$ cat config.mk
export PLATFORM = sky130hd
export DESIGN_NAME = spi_sclk_gen
export DESIGN_NICKNAME = d
export VERILOG_FILES = /design/src/rtl/spi_pkg.sv /design/src/rtl/spi_half_period_timer.sv /design/src/rtl/spi_sclk_gen.sv
export SDC_FILE = /design/constraint.sdc
export NUM_CORES = 1
export LEC_CHECK = 0
export BUFFER_PORTS_ARGS = -buffer_cell sky130_fd_sc_hd__buf_4
export CORE_MARGIN = 8
export CORE_UTILIZATION = 63
export CTS_BUF_LIST = sky130_fd_sc_hd__clkbuf_8
export DETAILED_ROUTE_END_ITERATION = 6
export PLACE_DENSITY = 0.91
export REMOVE_ABC_BUFFERS = 1
export SYNTH_ARGS = -nofsm -noshare
export SYNTH_HDL_FRONTEND = slang
export SYNTH_SLANG_ARGS = --single-unit
export TNS_END_PERCENT = 20
$ cat constraint.sdc
create_clock -name clock -period 5.71 [get_ports clock]
set_input_delay 1.142 -clock clock [delete_from_list [all_inputs] [get_ports clock]]
set_output_delay 1.142 -clock clock [all_outputs]
set_load 0.1 [all_outputs]
$ cat src/rtl/spi_pkg.sv
// Shared SPI definitions: SCLK generator states, mode bits and flash timing constants
// used by the QSPI controller, the clock generator and their testbenches.
package spi_pkg;

    typedef enum logic [1:0] {
        IDLE = 2'd0,
        RUN  = 2'd1,
        HOLD = 2'd2
    } sclk_state_e;

    typedef struct packed {
        logic cpol;
        logic cpha;
    } spi_mode_t;

    localparam int unsigned DEFAULT_DIV        = 4;
    localparam int unsigned S25FL_DUMMY_SINGLE = 8;
    localparam int unsigned S25FL_DUMMY_QUAD   = 6;

    // Dummy cycles the S25FL128S inserts before read data, by bus width.
    function automatic int unsigned s25fl_dummy_cycles(input logic quad);
        return quad ? S25FL_DUMMY_QUAD : S25FL_DUMMY_SINGLE;
    endfunction

endpackage

$ cat src/rtl/spi_half_period_timer.sv
// Half-period timer: counts system clocks while enabled and flags the cycle on
// which an SCLK edge is due (count reached div), restarting from zero after it.
module spi_half_period_timer
    import spi_pkg::*;
#(
    parameter int unsigned DIV_WIDTH = 8
) (
    input  logic                 clk_i,
    input  logic                 rst_i,
    input  logic                 en_i,
    input  logic [DIV_WIDTH-1:0] div_i,
    output logic                 edge_c_o
);

    logic [DIV_WIDTH-1:0] cnt_q;
    logic [DIV_WIDTH-1:0] cnt_d;

    assign edge_c_o = en_i && (cnt_q >= div_i);

    always_comb begin
        cnt_d = cnt_q + DIV_WIDTH'(1);
        if (!en_i || edge_c_o) begin
            cnt_d = '0;
        end
    end

    always_ff @(posedge clk_i) begin
        if (rst_i) begin
            cnt_q <= '0;
        end else begin
            cnt_q <= cnt_d;
        end
    end

endmodule

$ cat src/rtl/spi_sclk_gen.sv
// Mode-aware SPI/QSPI serial-clock generator: divides clock while cs is low, emits
// sample/shift strobes per edge and stops after a programmed number of SCLK cycles.
module spi_sclk_gen
    import spi_pkg::*;
#(
    parameter int unsigned DIV_WIDTH  = 8,
    parameter int unsigned CNT_WIDTH  = 16,
    parameter logic        RESET_CPOL = 1'b0
) (
    input  logic                 clock,
    input  logic                 reset,
    input  logic                 cs,
    input  logic [DIV_WIDTH-1:0] div,
    input  logic                 cpol,
    input  logic                 cpha,
    input  logic [CNT_WIDTH-1:0] num_cycles,
    output logic                 sclk,
    output logic                 sample,
    output logic                 shift,
    output logic [CNT_WIDTH-1:0] cycle_count,
    output logic                 busy,
    output logic                 done
);

    sclk_state_e          state_q, state_d;
    logic [DIV_WIDTH-1:0] div_q, div_d;
    spi_mode_t            mode_q, mode_d;
    logic [CNT_WIDTH-1:0] num_q, num_d;
    logic [CNT_WIDTH-1:0] cnt_q, cnt_d;
    logic                 sclk_q, sclk_d;
    logic                 sample_q, sample_d;
    logic                 shift_q, shift_d;
    logic                 busy_q, busy_d;
    logic                 done_q, done_d;

    logic                 run_c;
    logic                 edge_c;
    logic                 trailing_c;
    logic                 complete_c;
    logic [CNT_WIDTH-1:0] cnt_inc_c;

    // cs high suppresses the timer so an abort never produces an edge.
    assign run_c      = (state_q == RUN) && !cs;
    assign trailing_c = (sclk_q != mode_q.cpol);
    assign cnt_inc_c  = cnt_q + CNT_WIDTH'(1);
    assign complete_c = edge_c && trailing_c && (num_q != '0) && (cnt_inc_c == num_q);

    spi_half_period_timer #(
        .DIV_WIDTH (DIV_WIDTH)
    ) u_timer (
        .clk_i    (clock),
        .rst_i    (reset),
        .en_i     (run_c),
        .div_i    (div_q),
        .edge_c_o (edge_c)
    );

    always_ff @(posedge clock) begin
        if (reset) begin
            state_q <= IDLE;
        end else begin
            state_q <= state_d;
        end
    end

    always_comb begin
        state_d = state_q;
        if (cs) begin
            state_d = IDLE;
        end else begin
            unique case (state_q)
                IDLE:    state_d = RUN;
                RUN:     if (complete_c) state_d = HOLD;
                HOLD:    state_d = HOLD;
                default: state_d = IDLE;
            endcase
        end
    end

    always_comb begin
        div_d    = div_q;
        mode_d   = mode_q;
        num_d    = num_q;
        cnt_d    = cnt_q;
        sclk_d   = sclk_q;
        sample_d = 1'b0;
        shift_d  = 1'b0;
        done_d   = 1'b0;
        busy_d   = (state_d == RUN);
        if (cs) begin
            sclk_d = mode_q.cpol;
        end else begin
            unique case (state_q)
                IDLE: begin
                    div_d  = div;
                    mode_d = '{cpol: cpol, cpha: cpha};
                    num_d  = num_cycles;
                    sclk_d = cpol;
                    cnt_d  = '0;
                end
                RUN: begin
                    if (edge_c) begin
                        sclk_d   = ~sclk_q;
                        sample_d = (trailing_c == mode_q.cpha);
                        shift_d  = (trailing_c != mode_q.cpha);
                        if (trailing_c) begin
                            cnt_d  = cnt_inc_c;
                            done_d = complete_c;
                        end
                    end
                end
                HOLD: begin
                    sclk_d = mode_q.cpol;
                end
                default: begin
                    sclk_d = mode_q.cpol;
                end
            endcase
        end
    end

    always_ff @(posedge clock) begin
        if (reset) begin
            div_q    <= '0;
            mode_q   <= '{cpol: RESET_CPOL, cpha: 1'b0};
            num_q    <= '0;
            cnt_q    <= '0;
            sclk_q   <= RESET_CPOL;
            sample_q <= 1'b0;
            shift_q  <= 1'b0;
            busy_q   <= 1'b0;
            done_q   <= 1'b0;
        end else begin
            div_q    <= div_d;
            mode_q   <= mode_d;
            num_q    <= num_d;
            cnt_q    <= cnt_d;
            sclk_q   <= sclk_d;
            sample_q <= sample_d;
            shift_q  <= shift_d;
            busy_q   <= busy_d;
            done_q   <= done_d;
        end
    end

    assign sclk        = sclk_q;
    assign sample      = sample_q;
    assign shift       = shift_q;
    assign cycle_count = cnt_q;
    assign busy        = busy_q;
    assign done        = done_q;

endmodule

==> results of run 1 <==
==> registers in the layout, summed over array words and instances (netlist names), 2 cells and up <==
| name | count |
|---|---|
| state_q | 2 |
| cycle_count | 16 |
| u_timer.cnt_q | 8 |
| num_q | 16 |
| div_q | 8 |
| mode_q | 2 |
==> path summary, 6_finish.rpt <==
path	to	slack (ns)	start	cells past startpoint
min reg2reg	div_q[3]	0.46	div_q[3]	2
max	state_q[0]	3.07	cycle_count[0]	7
min	div_q[3]	0.46	div_q[3]	2
max reg2reg	state_q[0]	3.07	cycle_count[0]	7
==> cell usage in the layout (no fill, tap or decap), types with 4 or more instances in the layout <==
master	n
a211oi_1	4
a21oi_1	43
buf_4	50
clkbuf_8	11
dfxtp_1	57
ha_1	10
inv_1	16
nand2_1	61
nand3_1	11
nand4_1	7
nor2_1	30
nor3_1	6
nor4_1	4
o21ai_0	15
or3_1	7
xnor2_1	18
xor2_1	11
==> kinds of logic after synthesis <==
| family | Yosys count |
|---|---|
| AO/OA/AOI/OAI | 86 |
| XOR/XNOR | 29 |
| adder cells (fa/ha/maj) | 10 |
| buffers and inverters | 35 |
| flip-flops | 57 |
| multiplexers | 4 |
| AND/OR/NAND/NOR | 157 |
==> stage by stage <==
stage	hold slack, ns	instances
3_5_place_dp	0.4505	473
2_1_floorplan	0.4297	356
6_report	0.4578	489
4_1_cts	0.4588	489
3_3_place_gp	0.4444	473
5_1_grt	0.4802	489
==> per-layer routing <==
metal  GRT usage [%]  vias up
met3           5.766       31
met1           25.27     1342
li1                -     1398
met4           14.55        0
met2           35.07      139
met5               0        -
==> cell type report <==
cell class,instances,area [um2]
inverter,13,48.80
sequential,57,1141
fill,340,1117
clock inverter,5,23.77
multi-input combinational,286,1813
tap,67,83.83
clock buffer,11,151.4
timing repair buffer,50,375.4
==> power by group through the flow <==
| stage | combinational, mW | sequential [mW] | clock [mW] |
|---|---|---|---|
| after floorplan | 0.0572 | 0.436 | 0 |
| after global placement | 0.0986 | 0.430 | 0 |
| after detailed placement | 0.102 | 0.430 | 0 |
| after CTS | 0.103 | 0.422 | 0.335 |
| after global routing | 0.113 | 0.423 | 0.353 |
| final | 0.103 | 0.422 | 0.333 |
==> critical path, stage by stage (launching register included) <==
cell and delay, ns:
dfxtp_1 0.53, ha_1 0.40, nand3_2 0.24, nor3_4 0.38, mux2_2 0.38, mux2i_1 0.18, a2bb2oi_2 0.28, o21a_1 0.18
==> metrics.txt, run 1 <==
Yosys cell types 57; Post-Synthesis Cells approximately 380; final hold violations 0; antenna violations before repair 0; All-Layer GR Usage a little over a fifth; final WL between 7000 and 8000 um; Synth Area in Compound Gates ~17%; max cap viols 0; clk buf depth 2; final core occ between 70 and 80%; area leader, netlist dfxtp_1; Rows 25; Post-DP HPWL 5627 um; area share of the largest cell type after synthesis 36.55%; Starting Density 65.66%; EDFF count, synth 0; drt wl/cell ~16 um; Comb power frac between 10% and 20%; fin nets 456; Clk Latency, worst-skew pair between 0.3 and 0.4 ns; Net Switching between 0.2 and 0.25 mW; port buffer count 49; DRT met1 WL approximately 3200 um; Routed Antenna Nets 0; clock share of power roughly 39%; Final Wtd Congestion between 0.8 and 0.9; multiplexer area fraction after synthesis ~1.3%; Sw Ratio between 20 and 30%; Post-Synth Simple-Gate Area 27.01%; worst path required time about 6.0 ns; Synth Area per Inst around 8.3 um2; post-synthesis instance area between 3000 and 4000 um2; # DRC 0; crit share post-route between 40% and 50%; worst setup margin approximately 3 ns; predominant post-synthesis flop cell dfxtp_1; Hold Path Class flop to flop; Reg power frac between 40% and 50%; Synthesis Warnings 0; worst slack, placed between 3 and 4 ns; vias post-DR about 2900; CTS Buf Count 9; combinational family with the most area after synthesis simple AND/OR/NAND/NOR gates; Num Clock Sinks between 50 and 60; WL met3 just over 600 um; vias in the first global route roughly 2800; outcome completed; Resized cells post-CTS 0; CTS Hold Buffers Added 0; post-route minimum period 2.640 ns; die height 86.39 um; CP Max Fanout 7; ranking of synthesized cells by area dfxtp_1 (37%), nand2_1 (7.3%), a21oi_1 (6.9%), xnor2_1 (5.1%), ha_1 (4.0%); Vias/cell 5.951; largest net degree at the start of global routing between 40 and 50; PwrDens about 240 nW/um2; CTS clock-pin slew for the worst setup and hold paths about 0.07 ns; initial drt markers around 340; CTS Root Cell clkbuf_8; sequential-to-total area share from yosys stat roughly 37%; htree depth 3; pins over their slew limit 0; layout cells sized above 1 between 20% and 30%; first-pass iteration count of the detailed router 7; Top-Level Pins 50; leakage 1.433 nW; count leader, synth nand2_1; CP Class flop to flop; Setup TNS 0 ns; Worst slew margin about two fifths; first-pass GRT wire length ~13000 um; total design power roughly 0.86 mW; die width between 80 and 90 um; diode count 0; dpl cell area between 3000 and 4000 um2; Final setup viols 0; GRT overflow 0; CP arrival between 2 and 3 ns; Fmax achieved between 300 and 400 MHz; Synth Area in Adders around 4.0%; critical path launch point type flop; Post-synth ARST share 0%; core box area between 4000 and 5000 um2; post-CTS setup buffers 0; Internal about 0.63 mW; full die area approximately 7500 um2; CTS tree built; list of most frequent post-synthesis cells nand2_1 (61), dfxtp_1 (57), a21oi_1 (43), nor2_1 (30), xnor2_1 (18); Finished Cell Area ~3600 um2; Worst Setup End Kind flop; Area growth, synth to finish 16.51%; Post-Synth XOR/XNOR Area under 10%; Top Layer Used met4; Slew @ Worst Pin between 0.9 and 1 ns; #FFs+latches synth 57; met2 WL between 3000 and 4000 um; RSZ-0062 raised after global routing no; VDD IR max 0.0001610 V; clock skew around 0.009 ns
(Power assumes the default switching activity.)
==> run 2: changes to the inputs <==
Settings changed: CORE_UTILIZATION 63 to 53, PLACE_DENSITY 0.91 to 0.81.
Clock period 5.71 ns to 2.4 ns, I/O delays scaled along.
==> run 2 against run 1 <==
First-iteration DRC count decreased by 49%. Highest routed layer unchanged. Utilization decreased by 12 points. Critical endpoint is now busy. Die area increased by 15%. Maximum frequency increased by 16%. Largest power group unchanged. Critical path depth increased by 1. Sequential share of layout area decreased by 0.91 points.
==> metrics.txt, run 2 (same netlist as run 1, synthesis figures left out) <==
VDD IR max ~0.00033 V; first-pass GRT wire length approximately 13000 um; outcome completed; Slew @ Worst Pin 0.9344 ns; max cap viols 0; Resized cells post-CTS 0; worst path cell trace inv_1 > ha_1 > nand2b_1 > a2111oi_4 > o311ai_4 > and2_2 > nand4_1 > o21a_1; critical path launch point type flop; layout filler cell count between 400 and 500; Sw Ratio about 25%; total design power ~2.0 mW; Rows 28; Hold Path Class input port to flop; All-Layer GR Usage between 10% and 20%; Worst slew margin roughly 38%; initial drt markers between 150 and 200; CP Class flop to flop; most frequent cells in the layout nand2_1 (61), buf_4 (61), dfxtp_1 (57); Post-DP HPWL 5491 um; layout cells sized above 1 22.79%; leakage ~1.5 nW; clock share of power approximately two fifths; die width a little over 90 um; Net Switching just over 0.5 mW; drt wl/cell 14.98 um; clock skew roughly 0.0074 ns; Final Wtd Congestion ~0.85; RSZ-0062 raised after global routing yes; Vias/cell approximately 5.7; CTS Hold Buffers Added 0; crit share post-route between 90% and 100%; Worst Path Buf+Inv 1; Internal 1.523 mW; Top-Level Pins 50; Worst Setup End Kind flop; Largest delay share family, worst path simple AND/OR/NAND/NOR gates; CP arrival between 2 and 3 ns; CTS tree built; vias in the first global route around 2800; antenna violations before repair 0; post-CTS setup buffers 0; final hold violations 0; first-pass iteration count of the detailed router 5; Comb power frac approximately an eighth; CTS clock-pin slew for the worst setup and hold paths roughly 0.06 ns; CP max-delay cell o311ai_4; port buffer count 49; Num Clock Sinks 57; diode count 0; Starting Density 53.68%; vias post-DR ~2900; Clk Latency, worst-skew pair about 0.34 ns; worst path required time between 2 and 3 ns; CP Max Fanout 12; placed cells between 400 and 500; Routed Antenna Nets 0; post-route insts no fill slightly above 500; Largest stage delay, worst path 0.43 ns; pins over their slew limit 0; CTS Buf Count 9; clk buf depth 2; core box area about 5800 um2; Fmax achieved 437.9 MHz; Final setup viols 0; CTS Root Cell clkbuf_8; Setup TNS 0 ns; PwrDens between 500 and 600 nW/um2; GRT overflow 0; largest net degree at the start of global routing 44; Area growth, synth to finish 20.00%; full die area roughly 8600 um2; htree depth 3; # DRC 0; fin nets 467; final WL around 7600 um; post-route minimum period 2.283 ns; die height between 90 and 100 um; Reg power frac about half
run 2: cell count changes in the layout (fill, tap and decap cells not counted), sizes merged:
| cell | previous run | this run |
|---|---|---|
| inv | 16 | 14 |
| buf | 50 | 61 |
| clkbuf | 11 | 12 |
| clkinvlp | 1 | 0 |
| clkinv | 1 | 0 |
run 2: tightest hold or removal path, cell delays in order:
cell and delay (ns):
buf_4 0.11, nand2_1 0.05, a21oi_1 0.05
run 2: area by class of cell:
cell class / count / area [um2] / share of cell area [%]
flip-flops and latches: 57 / 1141 / 30.46
inverters: 13 / 48.80 / 1.303
clock inverters: 1 / 3.754 / 0.1002
multi-input cells: 286 / 1836 / 49.00
clock buffers: 12 / 165.2 / 4.409
repair buffers: 61 / 457.9 / 12.22
well taps: 75 / 93.84 / 2.505
run 2: power groups by stage:
stage	clock, mW	combinational (mW)	sequential [mW]
after floorplan	0	0.136	1.04
after global placement	0	0.242	1.02
after detailed placement	0	0.246	1.02
final	0.774	0.253	1.00
after CTS	0.789	0.248	1.00
after global routing	0.837	0.278	1.01
run 2: per-stage QoR:
| step | utilization [%] | setup WS (ns) | instance area [um2] | hold slack [ns] |
|---|---|---|---|---|
| after floorplan | - | -0.5342 | 2998 | 0.4297 |
| after global placement | 61.12 | 0.1890 | 3555 | 0.4436 |
| after detailed placement | 61.12 | 0.03946 | 3555 | 0.4501 |
| after CTS | 64.03 | 0.03045 | 3724 | 0.3910 |
| after global routing | 64.41 | -0.03566 | 3746 | 0.3922 |
| final | 64.41 | 0.1165 | 3746 | 0.3949 |
run 2: final timing paths:
check                           cells after the start  slack (ns)        startpoint         to
worst max register to register                      8        0.12  u_timer.cnt_q[0]       busy
worst min-delay path                                3        0.39              cpha  mode_q[0]
worst min register to register                      2        0.45          div_q[3]   div_q[3]
worst max-delay path                                8        0.12  u_timer.cnt_q[0]       busy
run 2: layer usage:
metal	track usage, %	part of all wire [%]
met5	0	0
met4	8.188	2.1
met3	3.560	5.5
met2	31.76	50
met1	21.89	43
